## src/rtl/vga_timing_monitor.sv

```systemverilog
// vga_timing_monitor: samples VGA sync/blank, measures line/frame totals, rebuilds x/y/de, locks.
// Define VGA_MON_ACTIVE_CHECK_EN to also check the active width and height.
module vga_timing_monitor #(
    parameter int H_ACTIVE    = 640,
    parameter int H_TOTAL     = 800,
    parameter int V_ACTIVE    = 480,
    parameter int V_TOTAL     = 525,
    parameter bit HSYNC_NEG   = 1'b1,
    parameter bit VSYNC_NEG   = 1'b1,
    parameter int CW          = 12,
    parameter int LOCK_FRAMES = 2
) (
    input  logic          clk,
    input  logic          reset,
    input  logic          hsync,
    input  logic          vsync,
    input  logic          hblank,
    input  logic          vblank,
    output logic [CW-1:0] x,
    output logic [CW-1:0] y,
    output logic          de,
    output logic          frame_start,
    output logic [CW-1:0] h_total_meas,
    output logic [CW-1:0] v_total_meas,
    output logic          locked,
    output logic          mismatch
);
    localparam logic [CW-1:0] CMAX  = '1;
    localparam logic [CW-1:0] H_TOT = CW'(H_TOTAL);
    localparam logic [CW-1:0] V_TOT = CW'(V_TOTAL);
    localparam logic [CW-1:0] L_FRM = CW'(LOCK_FRAMES);

    typedef enum logic [1:0] {UNLOCKED, ACQUIRE, LOCKED} state_t;
    state_t state;

    logic hs1, hs2, vs1, vs2, hb1, hb2, vb1, vb2;
    logic [CW-1:0] hcnt, vcnt, good_cnt;
    logic h_seen, v_seen, lines_ok;

    // Syncs are polarity-corrected at the input so 1 always means asserted
    always_ff @(posedge clk or posedge reset) begin
        if (reset) begin
            {hs1, vs1, hb1, vb1} <= '0;
            {hs2, vs2, hb2, vb2} <= '0;
        end else begin
            hs1 <= hsync ^ HSYNC_NEG;
            vs1 <= vsync ^ VSYNC_NEG;
            hb1 <= hblank;
            vb1 <= vblank;
            {hs2, vs2, hb2, vb2} <= {hs1, vs1, hb1, vb1};
        end
    end

    logic h_lead, v_lead, hb_fall, vb_fall;
    assign h_lead  = hs1 & ~hs2;
    assign v_lead  = vs1 & ~vs2;
    assign hb_fall = ~hb1 & hb2;
    assign vb_fall = ~vb1 & vb2;

    logic [CW-1:0] h_next, v_next;
    assign h_next = (hcnt == CMAX) ? CMAX : hcnt + CW'(1);
    assign v_next = (h_lead && vcnt != CMAX) ? vcnt + CW'(1) : vcnt;

    logic h_act_good, v_act_good;
`ifdef VGA_MON_ACTIVE_CHECK_EN
    logic hb_rise, vb_rise, h_act_ok, v_act_ok;
    assign hb_rise = hb1 & ~hb2;
    assign vb_rise = vb1 & ~vb2;

    always_ff @(posedge clk or posedge reset) begin
        if (reset) begin
            h_act_ok <= 1'b0;
            v_act_ok <= 1'b0;
        end else begin
            if (hb_rise)
                h_act_ok <= ({1'b0, x} + 1'b1) == (CW + 1)'(H_ACTIVE);
            if (vb_rise)
                v_act_ok <= ({1'b0, y} + 1'b1) == (CW + 1)'(V_ACTIVE);
        end
    end
    assign h_act_good = h_act_ok;
    assign v_act_good = v_act_ok;
`else
    // Active size is not checked in this build
    assign h_act_good = (H_ACTIVE >= 0);
    assign v_act_good = (V_ACTIVE >= 0);
`endif

    logic line_chk, line_ok, frame_chk, frame_ok, line_bad, fail;
    assign line_chk  = h_lead & h_seen;
    assign line_ok   = (h_next == H_TOT) & (hcnt != CMAX) & h_act_good;
    assign line_bad  = line_chk & ~line_ok;
    assign frame_chk = v_lead & v_seen;
    assign frame_ok  = lines_ok & ~line_bad & (v_next == V_TOT) & v_act_good;
    assign fail      = line_bad | (frame_chk & ~frame_ok);

    always_ff @(posedge clk or posedge reset) begin
        if (reset) begin
            hcnt         <= '0;
            vcnt         <= '0;
            h_seen       <= 1'b0;
            v_seen       <= 1'b0;
            lines_ok     <= 1'b0;
            h_total_meas <= '0;
            v_total_meas <= '0;
            frame_start  <= 1'b0;
        end else begin
            hcnt        <= h_lead ? '0 : h_next;
            vcnt        <= v_lead ? '0 : v_next;
            frame_start <= v_lead;
            if (h_lead)
                h_seen <= 1'b1;
            if (v_lead)
                v_seen <= 1'b1;
            if (line_chk)
                h_total_meas <= h_next;
            if (frame_chk)
                v_total_meas <= v_next;
            if (v_lead)
                lines_ok <= 1'b1;
            else if (line_bad)
                lines_ok <= 1'b0;
        end
    end

    always_ff @(posedge clk or posedge reset) begin
        if (reset) begin
            x  <= '0;
            y  <= '0;
            de <= 1'b0;
        end else begin
            de <= ~hb1 & ~vb1;
            if (hb_fall)
                x <= '0;
            else if (!hb1 && x != CMAX)
                x <= x + CW'(1);
            if (vb_fall)
                y <= '0;
            else if (hb_fall && !vb1 && y != CMAX)
                y <= y + CW'(1);
        end
    end

    always_ff @(posedge clk or posedge reset) begin
        if (reset) begin
            state    <= UNLOCKED;
            good_cnt <= '0;
            locked   <= 1'b0;
            mismatch <= 1'b0;
        end else begin
            mismatch <= 1'b0;
            unique case (state)
                UNLOCKED: begin
                    good_cnt <= '0;
                    if (v_seen)
                        state <= ACQUIRE;
                end
                ACQUIRE: begin
                    if (fail) begin
                        state    <= UNLOCKED;
                        good_cnt <= '0;
                        mismatch <= 1'b1;
                    end else if (frame_chk) begin
                        good_cnt <= good_cnt + CW'(1);
                        if (good_cnt + CW'(1) == L_FRM) begin
                            state  <= LOCKED;
                            locked <= 1'b1;
                        end
                    end
                end
                LOCKED: begin
                    if (fail) begin
                        state    <= UNLOCKED;
                        good_cnt <= '0;
                        locked   <= 1'b0;
                        mismatch <= 1'b1;
                    end
                end
                default: begin
                    state  <= UNLOCKED;
                    locked <= 1'b0;
                end
            endcase
        end
    end
endmodule

```

## config.mk

```make
export PLATFORM = sky130hd
export DESIGN_NAME = vga_timing_monitor
export DESIGN_NICKNAME = d
export VERILOG_FILES = /design/src/rtl/vga_timing_monitor.sv
export SDC_FILE = /design/constraint.sdc
export NUM_CORES = 1
export LEC_CHECK = 0
export ABC_CLOCK_PERIOD_IN_PS = 5200
export BUFFER_PORTS_ARGS = -buffer_cell sky130_fd_sc_hd__buf_2
export CAP_MARGIN = 20
export CORE_MARGIN = 5
export CORE_UTILIZATION = 40
export CTS_CLUSTER_DIAMETER = 200
export DETAILED_ROUTE_END_ITERATION = 8
export GPL_TIMING_DRIVEN = 0
export PLACE_DENSITY = 0.57
export SYNTH_ARGS = -nofsm -noshare
export SYNTH_HDL_FRONTEND = slang
export SYNTH_SLANG_ARGS = --single-unit
```

## constraint.sdc

```tcl
create_clock -name clk -period 5.2 [get_ports clk]
set_input_delay 0.78 -clock clk [delete_from_list [all_inputs] [get_ports clk]]
set_output_delay 0.78 -clock clk [all_outputs]
set_load 0.005 [all_outputs]
```

==> flow_summary_export.csv <==
group,metric,value,unit
worst_setup_path,cp-end-kind,"register",
placed_design,place.gp.congestion,0.857,
worst_setup_path,startpoint_type,"register",
global_route,antenna_found_initial,0,
status,status,"finished, final reports clean",
detailed_routing,vias_per_cell,5.27,
detailed_routing,drt_wl_total,11600,µm
worst_setup_path,path_cells,"ha_1 > nand3_2 > nor4b_2 > mux2i_1 > nand3_2 > o31a_4 > o21ai_4 > mux2_4",
floorplanning,die_y,124,µm
clock_network,cts_tree,"built",
finish,area_delta_synth_final,16.2,%
clock_network,cts-buffers-inserted,9,
worst_setup_path,critPathKind,"register to register",
detailed_routing,drt_pass1_iterations,4,
global_route,grt_use_total,15.4,%
logic_synthesis,async_flop_share,100,%
placed_design,io_buffers,57,
clock_network,cts_resized,0,
flow_run,cap_violations,0,
floorplanning,rows,41,
global_route,grt_pass1_wl,20000,µm
logic_synthesis,synthFlopType,"dfrtp_1",
finish,nets,628,
detailed_routing,vias,4161,
clock_network,cts_sinks,101,
timing,tightestPinTransition,0.671,ns
clock_network,path_clk_slew,0.07,ns
logic_synthesis,synth_fp_nets,559,
min_path,worstHoldPathType,"register to register",
detailed_routing,drtIter0Drc,227,
logic_synthesis,synth_cell_types,73,
floorplanning,core,0.0127,mm²
power,peakVddDrop,0.303,mV
logic_synthesis,synth.ff_latch_count,101,
clock_network,clk_latency,0.35,ns
timing,post-route-period-util,58.1,%
timing,finalHoldViolations,0,
finish,final_cell_count_no_fill,789,
worst_setup_path,cp.required,5.43,ns
power,p_leak,2.77,nW
clock_network,cts_root_buf,"clkbuf_16",
clock_network,postCtsHoldBufs,0,
worst_setup_path,arrival,3.25,ns
timing,fin_setup_tns,0,ns
logic_synthesis,syn_area_per_cell,9.62,µm²
floorplanning,die-area,0.0154,mm²
logic_synthesis,syn_inst,543,
clock_network,clock_path_buffers,2,
detailed_routing,drcViolationCount,0,
worst_setup_path,crit_path_frequent_cell,"nand3_2",
timing,finalSetupViolations,0,
floorplanning,die_w,124,µm
clock_network,cts_setup_buffers,0,
timing,max_slew_margin,55.3,%
power,p_per_area,312,mW/mm²
worst_setup_path,slowest_stage,"nor4b_2",
worst_setup_path,slowest_delay,0.47,ns
power,power,1.89,mW
detailed_routing,postRouteAntennaNets,0,
placed_design,place.detailed.hpwl,8150,µm
timing,hold_ws,0.376,ns
global_route,overflow,0,
finish,utilization,47.7,%
floorplanning,io_pins,58,
timing,post-route-min-period,3.02,ns
global_route,grt_start_max_net_pins,52,
logic_synthesis,syn-cell-area,0.00522,mm²
finish,layout-drive-gt1-share,17.8,%
worst_setup_path,crit_fanout,9,
timing,final.setup.worst_slack,2.18,ns
timing,final_max_slew_viol_count,0,
timing,fmax,331,MHz
placed_design,dpl_cell_area,0.00575,mm²
logic_synthesis,synth_edf_count,0,
floorplanning,start_util,41.1,%
finish,fin_area,0.00607,mm²
timing,fin_skew,0.0106,ns
global_route,grt_pass1_vias,4067,
logic_synthesis,ys_seq_area_share,48.4,%
timing,rsz0062_at_grt,"false",
placed_design,placed_cells,773,
logic_synthesis,ys_warn_count,0,
placed_design,pre_cts_ws,2.21,ns
detailed_routing,wl_per_cell,14.7,µm
finish,antenna_cells,0,
clock_network,htreeDepth,3,
==> cell usage after synthesis (all sizes together) (3+ instances only) <==
master	count	area, µm²
mux2i	8	80.1
o21ai	44	231
nor4	5	50.1
or2	5	31.3
nand2	53	201
mux2	3	37.5
dfrtp	101	2530
inv	16	60.1
o211ai	5	37.5
and4	6	52.6
xnor2	12	105
and3	11	70.1
nor2b	5	31.3
nand4	21	144
a31oi	5	31.3
a221o	7	70.1
a22oi	3	36.3
xor2	15	131
nor3	14	70.1
nor2	68	255
nand3	32	180
o2111ai	3	38.8
and4b	3	31.3
buf	6	38.8
or3	12	85.1
and2	4	25.0
ha	10	125
a21oi	14	70.1
clkbuf	17	65.1
==> flip-flops by register name, summed over array words and instances (netlist names), 2 cells and up <==
name / flops
hcnt: 12
good_cnt: 12
state: 2
vcnt: 12
x: 12
h_total_meas: 12
y: 12
v_total_meas: 12
==> layout by cell type (no fill, tap or decap), types with 5 or more instances in the layout <==
cell | Yosys | final
buf_2 | 4 | 61
a31oi_1 | 5 | 5
a221o_1 | 7 | 7
nand2_1 | 52 | 52
nand3_1 | 28 | 28
and3_1 | 10 | 10
inv_1 | 16 | 15
and4_1 | 6 | 6
clkbuf_16 | 0 | 9
o211ai_1 | 5 | 5
clkbuf_1 | 16 | 18
xnor2_1 | 12 | 12
a21oi_1 | 14 | 14
nand4_1 | 19 | 19
ha_1 | 10 | 10
mux2i_1 | 8 | 8
nor3_1 | 14 | 14
o21ai_0 | 43 | 43
nor2b_1 | 5 | 5
dfrtp_1 | 101 | 101
or3_1 | 10 | 10
nor2_1 | 68 | 68
xor2_1 | 15 | 15
==> per-layer routing <==
metal / vias to the layer above / global-route usage (%) / share of wire (%)
li1: 2089 / - / -
met1: 2002 / 21.2 / 49
met2: 64 / 24.2 / 46
met3: 6 / 4.37 / 3.3
met4: 0 / 3.42 / 0.98
met5: - / 0 / 0
==> final cells by class <==
| class | count | area (µm²) |
|---|---|---|
| plain buffers | 23 | 104 |
| clock buffers | 11 | 233 |
| clock inverters | 5 | 82.6 |
| fillers | 1270 | 6650 |
| inverters | 17 | 66.3 |
| multi-input cells | 402 | 2530 |
| flip-flops and latches | 101 | 2530 |
| well taps | 172 | 215 |
| repair buffers | 58 | 313 |
==> kinds of logic after synthesis <==
family | after synthesis | share of synthesized area [%]
XOR/XNOR | 27 | 4.53
flip-flops | 101 | 48.4
AO/OA/AOI/OAI | 102 | 13.6
multiplexers | 11 | 2.25
adder cells (fa/ha/maj) | 10 | 2.40
AND/OR/NAND/NOR | 252 | 25.6
buffers and inverters | 40 | 3.21
==> critical path, delay by kind of cell (launching register included) <==
kind                     cells  cell delay (ns)
AO/OA/AOI/OAI                2             0.71
adder cells (fa/ha/maj)      1             0.30
multiplexers                 2             0.64
AND/OR/NAND/NOR              3             0.80
flip-flops                   1             0.45
==> worst paths after layout <==
kind | from | endpoint | slack (ns) | cells after the start
worst min-delay path | vs1$_DFF_PP0_ | vs2$_DFF_PP0_ | 0.38 | 0
worst min register to register | vs1$_DFF_PP0_ | vs2$_DFF_PP0_ | 0.38 | 0
max in group asynchronous | reset | hcnt[2]$_DFF_PP0_ | 4.00 | 3
min in group asynchronous | reset | frame_start$_DFF_PP0_ | 0.53 | 2
worst max register to register | vcnt[0]$_DFF_PP0_ | good_cnt[1]$_DFFE_PP0P_ | 2.18 | 8
worst max-delay path | vcnt[0]$_DFF_PP0_ | good_cnt[1]$_DFFE_PP0P_ | 2.18 | 8
==> where the power goes <==
group | switching [mW] | internal [mW] | total [mW]
registers | 0.0551 | 0.837 | 0.893
logic | 0.168 | 0.106 | 0.274
clock network | 0.302 | 0.425 | 0.728
total | 0.526 | 1.37 | 1.89
(Power assumes the default switching activity.)
